File: config.mk
export PLATFORM = sky130hd
export DESIGN_NAME = ifetch_unit_flat
export DESIGN_NICKNAME = d
export VERILOG_FILES = /design/src/rtl/ifetch_unit_if.sv /design/src/rtl/ifetch_unit.sv /design/src/flat_wrapper.sv
export SDC_FILE = /design/constraint.sdc
export NUM_CORES = 1
export LEC_CHECK = 0
export CELL_PAD_IN_SITES_DETAIL_PLACEMENT = 0
export CELL_PAD_IN_SITES_GLOBAL_PLACEMENT = 2
export CORE_MARGIN = 10
export CORE_UTILIZATION = 40
export CTS_CLUSTER_DIAMETER = 150
export CTS_CLUSTER_SIZE = 10
export DETAILED_ROUTE_END_ITERATION = 10
export PLACE_DENSITY = 0.75
export SETUP_SLACK_MARGIN = 0.3
export SKIP_LAST_GASP = 1
export SLEW_MARGIN = 20
export SYNTH_ARGS = -nofsm -noshare
export SYNTH_HDL_FRONTEND = slang
export SYNTH_SLANG_ARGS = --single-unit
File: constraint.sdc
create_clock -name clk -period 3.35 [get_ports clk]
set_input_delay 0.335 -clock clk [delete_from_list [all_inputs] [get_ports clk]]
set_output_delay 0.335 -clock clk [all_outputs]
set_load 0.005 [all_outputs]
File: src/rtl/ifetch_unit_if.sv
// Instruction-memory bus between the fetch stage and instruction memory.
// Requests use a valid/ready handshake; responses come back in request order.
interface ifetch_unit_if #(
    parameter int unsigned ADDR_W = 16
) ();
    logic              imem_req_valid;
    logic              imem_req_ready;
    logic [ADDR_W-1:0] imem_addr;
    logic              imem_rsp_valid;
    logic [31:0]       imem_rdata;

    // Fetch-unit side
    modport master (
        output imem_req_valid,
        output imem_addr,
        input  imem_req_ready,
        input  imem_rsp_valid,
        input  imem_rdata
    );

    // Memory side
    modport slave (
        input  imem_req_valid,
        input  imem_addr,
        output imem_req_ready,
        output imem_rsp_valid,
        output imem_rdata
    );
endinterface

File: src/rtl/ifetch_unit.sv
// SISC instruction fetch stage: prefetches words into a small queue, loads the
// instruction register on demand and discards in-flight fetches on redirect.
module ifetch_unit #(
    parameter int unsigned       ADDR_W   = 16,
    parameter int unsigned       DEPTH    = 4,
    parameter logic [ADDR_W-1:0] RESET_PC = '0
) (
    input  logic              clk,
    input  logic              rst_f,
    input  logic              pc_rst,
    input  logic              br_taken,
    input  logic [ADDR_W-1:0] br_target,
    input  logic              ir_load,
    ifetch_unit_if.master     imem,
    output logic [31:0]       ir,
    output logic [3:0]        opcode,
    output logic [3:0]        mm,
    output logic [ADDR_W-1:0] ir_pc,
    output logic              instr_valid,
    output logic              ir_stall,
    output logic              halted
);

    localparam int unsigned PTR_W = $clog2(DEPTH);
    localparam int unsigned CNT_W = PTR_W + 1;

    typedef enum logic [1:0] {StIdle, StRun, StFlush, StHalted} state_e;

    state_e            state_q, state_d;
    logic [ADDR_W-1:0] fetch_pc_q, fetch_pc_d;
    // Address tag of the next response that will be kept
    logic [ADDR_W-1:0] rsp_pc_q, rsp_pc_d;
    logic [PTR_W-1:0]  head_q, head_d, tail_q, tail_d;
    logic [CNT_W-1:0]  count_q, count_d;
    logic [CNT_W-1:0]  outst_q, outst_d;
    logic [CNT_W-1:0]  drop_q, drop_d;
    logic [31:0]       ir_q, ir_d;
    logic [ADDR_W-1:0] ir_pc_q, ir_pc_d;
    logic              stall_q, stall_d;

    logic [31:0]       q_data [DEPTH];
    logic [ADDR_W-1:0] q_addr [DEPTH];

    logic              req_valid;
    logic              fire;
    logic              redirect;
    logic              rsp_drop;
    logic              push;
    logic              pop;
    logic [CNT_W-1:0]  outst_net;

    // Issue only while running and a queue slot is reserved for every request in flight
    assign req_valid = (state_q == StRun) &&
                       ((CNT_W+1)'(count_q) + (CNT_W+1)'(outst_q) < (CNT_W+1)'(DEPTH));
    assign fire      = req_valid & imem.imem_req_ready;
    assign redirect  = pc_rst | br_taken;
    assign rsp_drop  = imem.imem_rsp_valid && (drop_q != '0);
    assign push      = imem.imem_rsp_valid && (drop_q == '0) && !redirect;
    assign pop       = ir_load && (count_q != '0) && !redirect;
    assign outst_net = outst_q - CNT_W'(imem.imem_rsp_valid);

    assign imem.imem_req_valid = req_valid;
    assign imem.imem_addr      = fetch_pc_q;

    assign ir          = ir_q;
    assign opcode      = ir_q[31:28];
    assign mm          = ir_q[27:24];
    assign ir_pc       = ir_pc_q;
    assign instr_valid = (count_q != '0);
    assign ir_stall    = stall_q;
    assign halted      = (state_q == StHalted);

    // Next-state logic: redirect overrides queue traffic and IR loading
    always_comb begin
        state_d    = state_q;
        fetch_pc_d = fetch_pc_q;
        rsp_pc_d   = rsp_pc_q;
        head_d     = head_q;
        tail_d     = tail_q;
        count_d    = count_q;
        outst_d    = outst_net + CNT_W'(fire);
        drop_d     = drop_q;
        ir_d       = ir_q;
        ir_pc_d    = ir_pc_q;
        stall_d    = 1'b0;

        if (fire) begin
            fetch_pc_d = fetch_pc_q + ADDR_W'(1);
        end

        if (redirect) begin
            fetch_pc_d = pc_rst ? RESET_PC : br_target;
            rsp_pc_d   = pc_rst ? RESET_PC : br_target;
            head_d     = '0;
            tail_d     = '0;
            count_d    = '0;
            // Everything still in flight, including a request accepted now, is stale
            drop_d     = outst_d;
            if (pc_rst) begin
                ir_d    = '0;
                ir_pc_d = '0;
            end
            state_d = (outst_net != '0) ? StFlush : StRun;
        end else begin
            if (rsp_drop) begin
                drop_d = drop_q - CNT_W'(1);
            end
            if (push) begin
                tail_d   = tail_q + PTR_W'(1);
                rsp_pc_d = rsp_pc_q + ADDR_W'(1);
            end
            if (pop) begin
                ir_d    = q_data[head_q];
                ir_pc_d = q_addr[head_q];
                head_d  = head_q + PTR_W'(1);
            end
            count_d = count_q + CNT_W'(push) - CNT_W'(pop);
            stall_d = ir_load && (count_q == '0);

            case (state_q)
                StIdle:   state_d = StRun;
                StRun:    if (pop && (q_data[head_q][31:28] == 4'hF)) state_d = StHalted;
                StFlush:  if (drop_d == '0) state_d = StRun;
                StHalted: state_d = StHalted;
                default:  state_d = StIdle;
            endcase
        end
    end

    // Control and IR registers
    always_ff @(posedge clk or negedge rst_f) begin
        if (!rst_f) begin
            state_q    <= StIdle;
            fetch_pc_q <= RESET_PC;
            rsp_pc_q   <= RESET_PC;
            head_q     <= '0;
            tail_q     <= '0;
            count_q    <= '0;
            outst_q    <= '0;
            drop_q     <= '0;
            ir_q       <= '0;
            ir_pc_q    <= '0;
            stall_q    <= 1'b0;
        end else begin
            state_q    <= state_d;
            fetch_pc_q <= fetch_pc_d;
            rsp_pc_q   <= rsp_pc_d;
            head_q     <= head_d;
            tail_q     <= tail_d;
            count_q    <= count_d;
            outst_q    <= outst_d;
            drop_q     <= drop_d;
            ir_q       <= ir_d;
            ir_pc_q    <= ir_pc_d;
            stall_q    <= stall_d;
        end
    end

    // Queue storage; occupancy is tracked by count_q, so contents need no reset
    always_ff @(posedge clk) begin
        if (push) begin
            q_data[tail_q] <= imem.imem_rdata;
            q_addr[tail_q] <= rsp_pc_q;
        end
    end

endmodule

File: src/flat_wrapper.sv
// flat-port wrapper written by rule: the top's interface ports become plain ports
module ifetch_unit_flat 
#(
    parameter int unsigned       ADDR_W   = 16,
    parameter int unsigned       DEPTH    = 4,
    parameter logic [ADDR_W-1:0] RESET_PC = '0
)
  (clk, rst_f, pc_rst, br_taken, br_target, ir_load, ir, opcode, mm, ir_pc, instr_valid, ir_stall, halted, imem_imem_req_valid, imem_imem_addr, imem_imem_req_ready, imem_imem_rsp_valid, imem_imem_rdata);
  ifetch_unit_if #(.ADDR_W(ADDR_W)) imem_i ();
  input  logic clk;
  input  logic rst_f;
  input  logic pc_rst;
  input  logic br_taken;
  input  logic [ADDR_W-1:0] br_target;
  input  logic ir_load;
  output logic [31:0] ir;
  output logic [3:0] opcode;
  output logic [3:0] mm;
  output logic [ADDR_W-1:0] ir_pc;
  output logic instr_valid;
  output logic ir_stall;
  output logic halted;
  output wire logic [$bits(imem_i.imem_req_valid)-1:0] imem_imem_req_valid;
  output wire logic [$bits(imem_i.imem_addr)-1:0] imem_imem_addr;
  input wire logic [$bits(imem_i.imem_req_ready)-1:0] imem_imem_req_ready;
  input wire logic [$bits(imem_i.imem_rsp_valid)-1:0] imem_imem_rsp_valid;
  input wire logic [$bits(imem_i.imem_rdata)-1:0] imem_imem_rdata;
  assign imem_imem_req_valid = imem_i.imem_req_valid;
  assign imem_imem_addr = imem_i.imem_addr;
  assign imem_i.imem_req_ready = imem_imem_req_ready;
  assign imem_i.imem_rsp_valid = imem_imem_rsp_valid;
  assign imem_i.imem_rdata = imem_imem_rdata;
  ifetch_unit #(.ADDR_W(ADDR_W), .DEPTH(DEPTH), .RESET_PC(RESET_PC)) u_core (.clk(clk), .rst_f(rst_f), .pc_rst(pc_rst), .br_taken(br_taken), .br_target(br_target), .ir_load(ir_load), .imem(imem_i), .ir(ir), .opcode(opcode), .mm(mm), .ir_pc(ir_pc), .instr_valid(instr_valid), .ir_stall(ir_stall), .halted(halted));
endmodule
# [After elaboration in Yosys (flattened, before gate mapping)]
# Memories as Yosys holds them, arrays and structs flattened.
# Index checks and enable logic that the tools add are counted.
[classes] eq_ne=7 n_addsub=10 n_lt_le_gt_ge=1 reduce_logical=21 n_bitwise=2 n_mux=27
[ops] cell="2-to-1 mux 16 bit" n=8
[ops] cell="2-to-1 mux 32 bit" n=3
[ops] cell="adder 16 x 1 -> 16 bit (second input constant)" n=2
[ops] cell="2-to-1 mux 2 bit" n=8
[ops] cell="2-to-1 mux 3 bit" n=4
[ops] cell="logical NOT 3 bit" n=3
[ops] cell="nonzero test 3 bit" n=3
[ops] cell="logical AND 1 bit" n=8
[ops] cell="case mux 2 bit (4 select lines)" n=1
[ops] cell="adder 3 x 1 -> 3 bit" n=2
[ops] cell="nonzero test 2 bit" n=3
[ops] cell="subtractor 3 x 1 -> 3 bit" n=2
[ops] cell="adder 2 x 1 -> 2 bit (second input constant)" n=2
[ops] cell="adder 3 x 3 -> 4 bit" n=1
[ops] cell="== test 2 bit (second input constant)" n=2
[ops] cell="== test 4 bit (second input constant)" n=1
[ops] cell="less-than comparator 4 x 3 -> 1 bit (second input constant)" n=1
[ops] cell="AND reduction 2 bit" n=2
[ops] cell="2-to-1 mux 1 bit" n=3
[ops] cell="!= test 3 x 1 -> 1 bit (second input constant)" n=1
[ops] cell="!= test 3 x 2 -> 1 bit (second input constant)" n=1
[ops] cell="subtractor 3 x 1 -> 3 bit (second input constant)" n=1
[ops] cell="== test 2 x 1 -> 1 bit (second input constant)" n=1
[ops] cell="logical NOT 2 bit" n=1
[ops] cell="4 further kinds" n=4
[word_totals] word_cells=81 ramBits=192 memories=2 register_bits=96
[memory_table] name="u_core.q_data" words=4 width=32 read_ports=1 rd_ports_with_merged_regs=0 write_ports=1 line="ifetch_unit.sv:41" text="logic [31:0] q_data [DEPTH];"
[memory_table] name="u_core.q_addr" words=4 width=16 read_ports=1 rd_ports_with_merged_regs=0 write_ports=1 line="ifetch_unit.sv:42" text="logic [ADDR_W-1:0] q_addr [DEPTH];"

# [Logic depth before layout (Yosys ltp)]
# Gate-level depths: netlist (run 1).
[depth] depth_word=8 ltp_mapped=12 mapped_depth_nobuf=11

# [Worst setup path before layout (run 1)]
# OpenSTA, ideal clock, no wires.
[synth_timing] path_kind="flip-flop to flip-flop" start="register u_core.drop_q[0]" end="memory u_core.q_addr[0][0] (enable)" required_time_ns=2.939 period_less_slack_ns=2.877 n_path_buf=2 arrival_ns=2.466 slack_ns=0.473 stages_incl_launch_ff=7 setup_time_ns=0.411 path_cell_list="dfrtp_1 > inv_1 > ha_1 > and3b_1 > buf_2 > buf_2 > and3_1"
[synth_via] elab_chain_cells=5
[synth_rtl] element="start: declaration" line="ifetch_unit.sv:36" text="logic [CNT_W-1:0] drop_q, drop_d;"
[synth_rtl] element="start signal: assignment" line="ifetch_unit.sv:152" text="drop_q <= drop_d;"
[synth_rtl] element="logical NOT 3 bit" line="ifetch_unit.sv:58" text="assign push = imem.imem_rsp_valid && (drop_q == '0) && !redirect;"
[synth_rtl] element="logical AND 1 bit (2 in a row)" line="ifetch_unit.sv:58"
[synth_rtl] element="2-to-1 mux 1 bit" line="ifetch_unit.sv:161" text="if (push) begin"
[synth_rtl] element="2-to-1 mux 1 bit (implied by the code)" line="ifetch_unit.sv:163" text="q_addr[tail_q] <= rsp_pc_q;"
[synth_rtl] element="end: declaration" line="ifetch_unit.sv:42"
# No other way between the ends.

# [Final worst setup path (run 1)]
[layout_timing] start="register u_core.count_q[2]" end="output port imem_imem_req_valid"
[layout_via] elab_chain_cells=3
[layout_rtl] element="start: declaration" line="ifetch_unit.sv:34" text="logic [CNT_W-1:0] count_q, count_d;"
[layout_rtl] element="start signal: assignment" line="ifetch_unit.sv:150" text="count_q <= count_d;"
[layout_rtl] element="adder 3 x 3 -> 4 bit" line="ifetch_unit.sv:54" text="((CNT_W+1)'(count_q) + (CNT_W+1)'(outst_q) < (CNT_W+1)'(DEPTH));"
[layout_rtl] element="less-than comparator 4 x 3 -> 1 bit" line="ifetch_unit.sv:54"
[layout_rtl] element="logical AND 1 bit" line="ifetch_unit.sv:53" text="assign req_valid = (state_q == StRun) &&"
[layout_rtl] element="end: declaration" line="flat_wrapper.sv:23" text="output wire logic [$bits(imem_i.imem_req_valid)-1:0] imem_imem_req_valid;"
# No other way between the ends.

==> reports/qor.yml, run 1 <==
required_ns: 3.01
final_cell_mix: "edfxtp_1, clkdlybuf4s50_1, dfrtp_1, nand2_1, o21ai_0"
syn_area_mm2: 0.0120
worstHoldPathType: "primary input to async pin"
die_x_um: 193
drtIter0Drc: 355
yosysSeqAreaShare_pct: 68.3
crit_arrival_ns: 2.29
path_class: "flop to output port"
holdWs_ns: 0.379
cts_sinks: 288
ys.flop_type: "edfxtp_1"
h-tree-depth: 2
synth_edf_count: 192
antenna_found_initial: 0
initial_core_util_pct: 40.5
status: "finished clean"
yosysUniqueCellTypes: 57
clk_path_buf_depth: 3
seq_power_share_pct: 50.2
setup_tns_ns: 0
port_buffers: 130
syn_inst: 808
crit_family: "simple AND/OR/NAND/NOR gates"
vias: 6932
final_area_mm2: 0.0147
area_growth_syn_to_layout_pct: 22.8
die_area_mm2: 0.0372
avgSynthCellArea_um2: 14.8
maxSlewViolCount: 0
grt_max_degree: 97
grt_overflow_total: 0
async_reset_ff_share_pct: 33.3
place_congestion: 0.772
grt_pass1_vias: 7371
tightest_slew_ns: 0.902
maxCapViolCount: 0
netSwitchingFraction_pct: 22.3
synth_warnings: 0
layout.nets: 1017
hold_viol: 0
track_usage_pct: 14.5
cp-end-kind: "output port"
ys_ff_latch: 288
clock_power_share_pct: 41.3
detail_route.first_pass.iterations: 5
grt_first_pass_wirelength_mm: 42.2
rsz0062_at_grt: "no"
routed_wl_mm: 26.9
place_area_mm2: 0.0137
cts_buffers: 34
clock_latency_ns: 0.50
viasPerCell: 5.10
critPathMaxStageDelay_ns: 0.51
p_per_area_mw_per_mm2: 542
ant_nets: 0
slew_headroom_pct: 39.8
final-setup-viol-count: 0
power_frac_comb_pct: 8.5
utilization_pct: 49.7
die_h_um: 193
routedWlPerCell_um: 19.8
layout-drive-gt1-share_pct: 12.7
diodes: 0
dp_slack_ns: 0.842
place_inst: 1298
p_int_mw: 6.19
hpwl_mm: 17.1
period_minus_slack_ns: 2.62
drc: 0
path_buf_inv: 1
crit_fanout: 3
syn-num-nets: 880
clk_pin_slew_ns: 0.06
ios: 131
clockRootBuffer: "clkbuf_16"
critPathSlowestCell: "clkdlybuf4s50_1"
clock.fmax_mhz: 381
post_cts_buffers: 0
p_switching_mw: 1.78
final_common_cell: "edfxtp_1"
cts_tree: "built"
core_area_mm2: 0.0296
num_rows: 63
timing.final.ws_setup_ns: 0.727
final_cells: 1358
crit_chain: "ha_1 -> nor4b_4 -> and3b_1 -> clkdlybuf4s50_1"
leakagePower_nw: 5.18
ir_drop_mv: 0.311
p_total_mw: 7.97
fin_crit_sh_pct: 78.3
clock_skew_ns: 0.0189
cp-start-kind: "flop"
==> registers in the layout (all words and copies together), names as in the netlist <==
register,flops
u_core.imem.imem_addr,16
u_core.head_q,2
u_core.q_data,128
u_core.outst_q,3
u_core.tail_q,2
u_core.count_q,3
u_core.ir_stall,1
u_core.ir,32
u_core.ir_pc,16
u_core.state_q,2
u_core.drop_q,3
u_core.rsp_pc_q,16
u_core.q_addr,64
==> worst paths after layout <==
path | end | cells past startpoint | start | slack [ns]
setup / recovery | imem_imem_req_valid | 4 | u_core.count_q[2]$_DFF_PN0_ | 0.73
max in group asynchronous | u_core.rsp_pc_q[13]$_DFFE_PN0P_ | 3 | rst_f | 2.21
setup reg to reg | u_core.count_q[2]$_DFF_PN0_ | 11 | u_core.count_q[1]$_DFF_PN0_ | 0.96
hold / removal | u_core.ir[20]$_DFFE_PN0P_ | 2 | rst_f | 0.38
hold reg to reg | u_core.ir_pc[2]$_DFFE_PN0P_ | 2 | u_core.ir_pc[2]$_DFFE_PN0P_ | 0.54
min in group clk | u_core.rsp_pc_q[1]$_DFFE_PN0P_ | 3 | pc_rst | 0.39
==> power by group through the flow <==
stage          logic, mW  registers, mW  clock network [mW]
2_1_floorplan      0.406           4.04                   0
6_report           0.677           4.00                3.29
4_1_cts            0.689           4.00                3.40
5_1_grt            0.758           4.02                3.55
3_3_place_gp       0.685           4.07                   0
3_5_place_dp       0.684           4.07                   0
==> layout make-up <==
class / instances / area (um^2)
clock inverters: 1 / 8.76
fillers: 2583 / 14900
clock buffers: 58 / 972
multi-input cells: 449 / 3450
repair buffers: 148 / 1510
inverters: 24 / 91.3
flip-flops and latches: 288 / 8170
well taps: 390 / 488
==> cell families after synthesis <==
family          count (synthesis)  synth area share, %
compound gates                140                 6.67
xor+xnor                       17                 1.24
fa+ha+maj                      17                 1.84
buf+inv                        71                 2.90
flops                         288                 68.3
mux                            54                 9.54
simple gates                  221                 9.52
==> cell usage after synthesis (all sizes together), types with 3 or more instances <==
master,instances,area [um^2]
dfrtp,96,2400
nand3,20,100
or2,5,31.3
ha,16,200
xor2,9,78.8
nand2,92,350
o22ai,3,18.8
mux4,48,1080
o21ai,68,340
mux2i,6,60.1
and3,7,43.8
and2,3,18.8
nand4,6,37.5
a211oi,3,27.5
edfxtp,192,5770
o31ai,6,45.0
clkbuf,13,48.8
nor3,6,35.0
buf,34,206
xnor2,8,70.1
nand2b,48,300
nor2,25,104
a21boi,6,45.0
inv,23,86.3
a21oi,39,195
==> per-layer routing <==
| layer | global-route usage [%] | wire [um] | vias up |
|---|---|---|---|
| met4 | 3.55 | 448 | 0 |
| met3 | 3.22 | 1560 | 42 |
| met2 | 22.6 | 12300 | 163 |
| met5 | 0 | 0 | - |
| met1 | 20.4 | 12700 | 3463 |
| li1 | - | - | 3264 |
==> what timing repair did <==
item	in CTS	in global routing
hold endpoints to repair	37	0
resized for setup	0	0
hold buffers	1	0
Note: power is estimated with default switching activity, not from simulation.
==> run 2: changes to the inputs <==
- clock period: 3.35 -> 2.45 ns (I/O delays scaled with it)
==> reports/qor.yml, run 2 (synthesis results as in run 1) <==
setup_tns_ns: 0
cts_buffers: 34
crit_chain: "or3_4 -> nand2_4 -> nor2_4 -> ha_4 -> inv_2 -> ha_4 -> inv_2 -> fa_2 -> xor2_1 -> xnor2_1 -> nor2_1"
cts_tree: "built"
diodes: 0
ios: 131
status: "finished clean"
hpwl_mm: 17.3
cp-end-kind: "flop"
clk_path_buf_depth: 3
place_congestion: 0.798
detail_route.first_pass.iterations: 4
grt_first_pass_wirelength_mm: 42.4
drc: 0
die_h_um: 193
grt_use_met3_pct: 3.34
leakagePower_nw: 5.29
final_cells: 1379
required_ns: 2.83
critPathMaxStageDelay_ns: 0.42
critPathSlowestCell: "dfrtp_1"
track_usage_pct: 14.7
rsz0062_at_grt: "yes"
final_common_cell: "edfxtp_1"
grt_pass1_vias: 7432
worstHoldPathType: "primary input to flop"
core_area_mm2: 0.0296
final-setup-viol-count: 0
cts_sinks: 288
period_minus_slack_ns: 2.15
drtIter0Drc: 433
fin_crit_sh_pct: 87.7
antenna_found_initial: 0
p_total_mw: 10.9
ir_drop_mv: 0.491
routedWlPerCell_um: 19.7
hold_viol: 0
largest_reg_flops: 128
clk_pin_slew_ns: 0.06
grt.busiest_layer: "met2"
clock.fmax_mhz: 465
grt_overflow_total: 0
ant_nets: 0
clock_skew_ns: 0.0221
area_growth_syn_to_layout_pct: 24.9
tightest_slew_ns: 0.667
layout.nets: 1036
initial_core_util_pct: 40.5
crit_arrival_ns: 2.53
grt_max_degree: 97
maxSlewViolCount: 0
path_class: "flop to flop"
routed_wl_mm: 27.2
maxCapViolCount: 0
die_area_mm2: 0.0372
slew_headroom_pct: 55.5
crit_fanout: 3
clockRootBuffer: "clkbuf_16"
final_area_mm2: 0.0149
met1_usage_pct: 19.6
place_inst: 1308
cp-start-kind: "flop"
place_area_mm2: 0.0139
holdWs_ns: 0.262
final_cell_mix: "edfxtp_1, clkdlybuf4s50_1, dfrtp_1, nand2_1, o21ai_0"
p_per_area_mw_per_mm2: 731
regMostFlops: "u_core.q_data"
layout-drive-gt1-share_pct: 15.6
met2_usage_pct: 23.7
vias: 7040
viasPerCell: 5.11
clock_latency_ns: 0.51
num_rows: 63
port_buffers: 130
h-tree-depth: 2
die_x_um: 193
run 2: what timing repair did:
item	in CTS	in global routing
buffers inserted	4	5
gates cloned	0	0
gates resized for setup	5	8
pin swaps	8	6
hold buffers	1	0
endpoints found under the hold margin	34	0
setup endpoints to repair	2	76
run 2: worst paths after layout:
path                                         startpoint                              end  slack, ns  cells after the start
setup / recovery            u_core.count_q[2]$_DFF_PN0_      u_core.count_q[2]$_DFF_PN0_       0.30                     11
hold / removal                                   pc_rst   u_core.rsp_pc_q[1]$_DFFE_PN0P_       0.26                      3
setup reg to reg            u_core.count_q[2]$_DFF_PN0_      u_core.count_q[2]$_DFF_PN0_       0.30                     11
hold reg to reg            u_core.ir_pc[11]$_DFFE_PN0P_     u_core.ir_pc[11]$_DFFE_PN0P_       0.53                      2
max in group asynchronous                         rst_f  u_core.rsp_pc_q[13]$_DFFE_PN0P_       1.55                      3
min in group asynchronous                         rst_f        u_core.ir[24]$_DFFE_PN0P_       0.28                      2
run 2: per-layer routing:
layer	vias to the layer above	wire length (um)	share of wire, %
met1	3525	12400	45
li1	3307	-	-
met2	172	12700	47
met3	36	1630	6.0
met4	0	504	1.9
met5	-	0	0
run 2: power by group:
group          switching, mW  total, mW  internal, mW
Combinational          0.494      0.986         0.492
Clock                   1.86       4.47          2.61
Sequential             0.131       5.48          5.35
Total                   2.48       10.9          8.45
run 2: layout make-up:
type,instances,area [um^2]
clock inverter,4,37.5
fill,2590,14600
timing repair buffer,167,1700
sequential,288,8170
clock buffer,57,937
multi-input combinational,449,3510
inverter,24,92.6
tap,390,488
run 2: worst max-delay path: cells and delay by family (launching register included):
family,cells,cell delay [ns]
buffers and inverters,2,0.09
flip-flops,1,0.42
AND/OR/NAND/NOR,4,0.53
adder cells (fa/ha/maj),3,0.65
XOR/XNOR,2,0.33
run 2: metrics by stage:
step           setup slack (ns)  util, %
5_1_grt                   0.217     50.6
3_3_place_gp             0.0942     46.9
3_5_place_dp             0.0631     46.9
2_1_floorplan            0.0885        -
4_1_cts                   0.287     50.3
6_report                  0.301     50.6
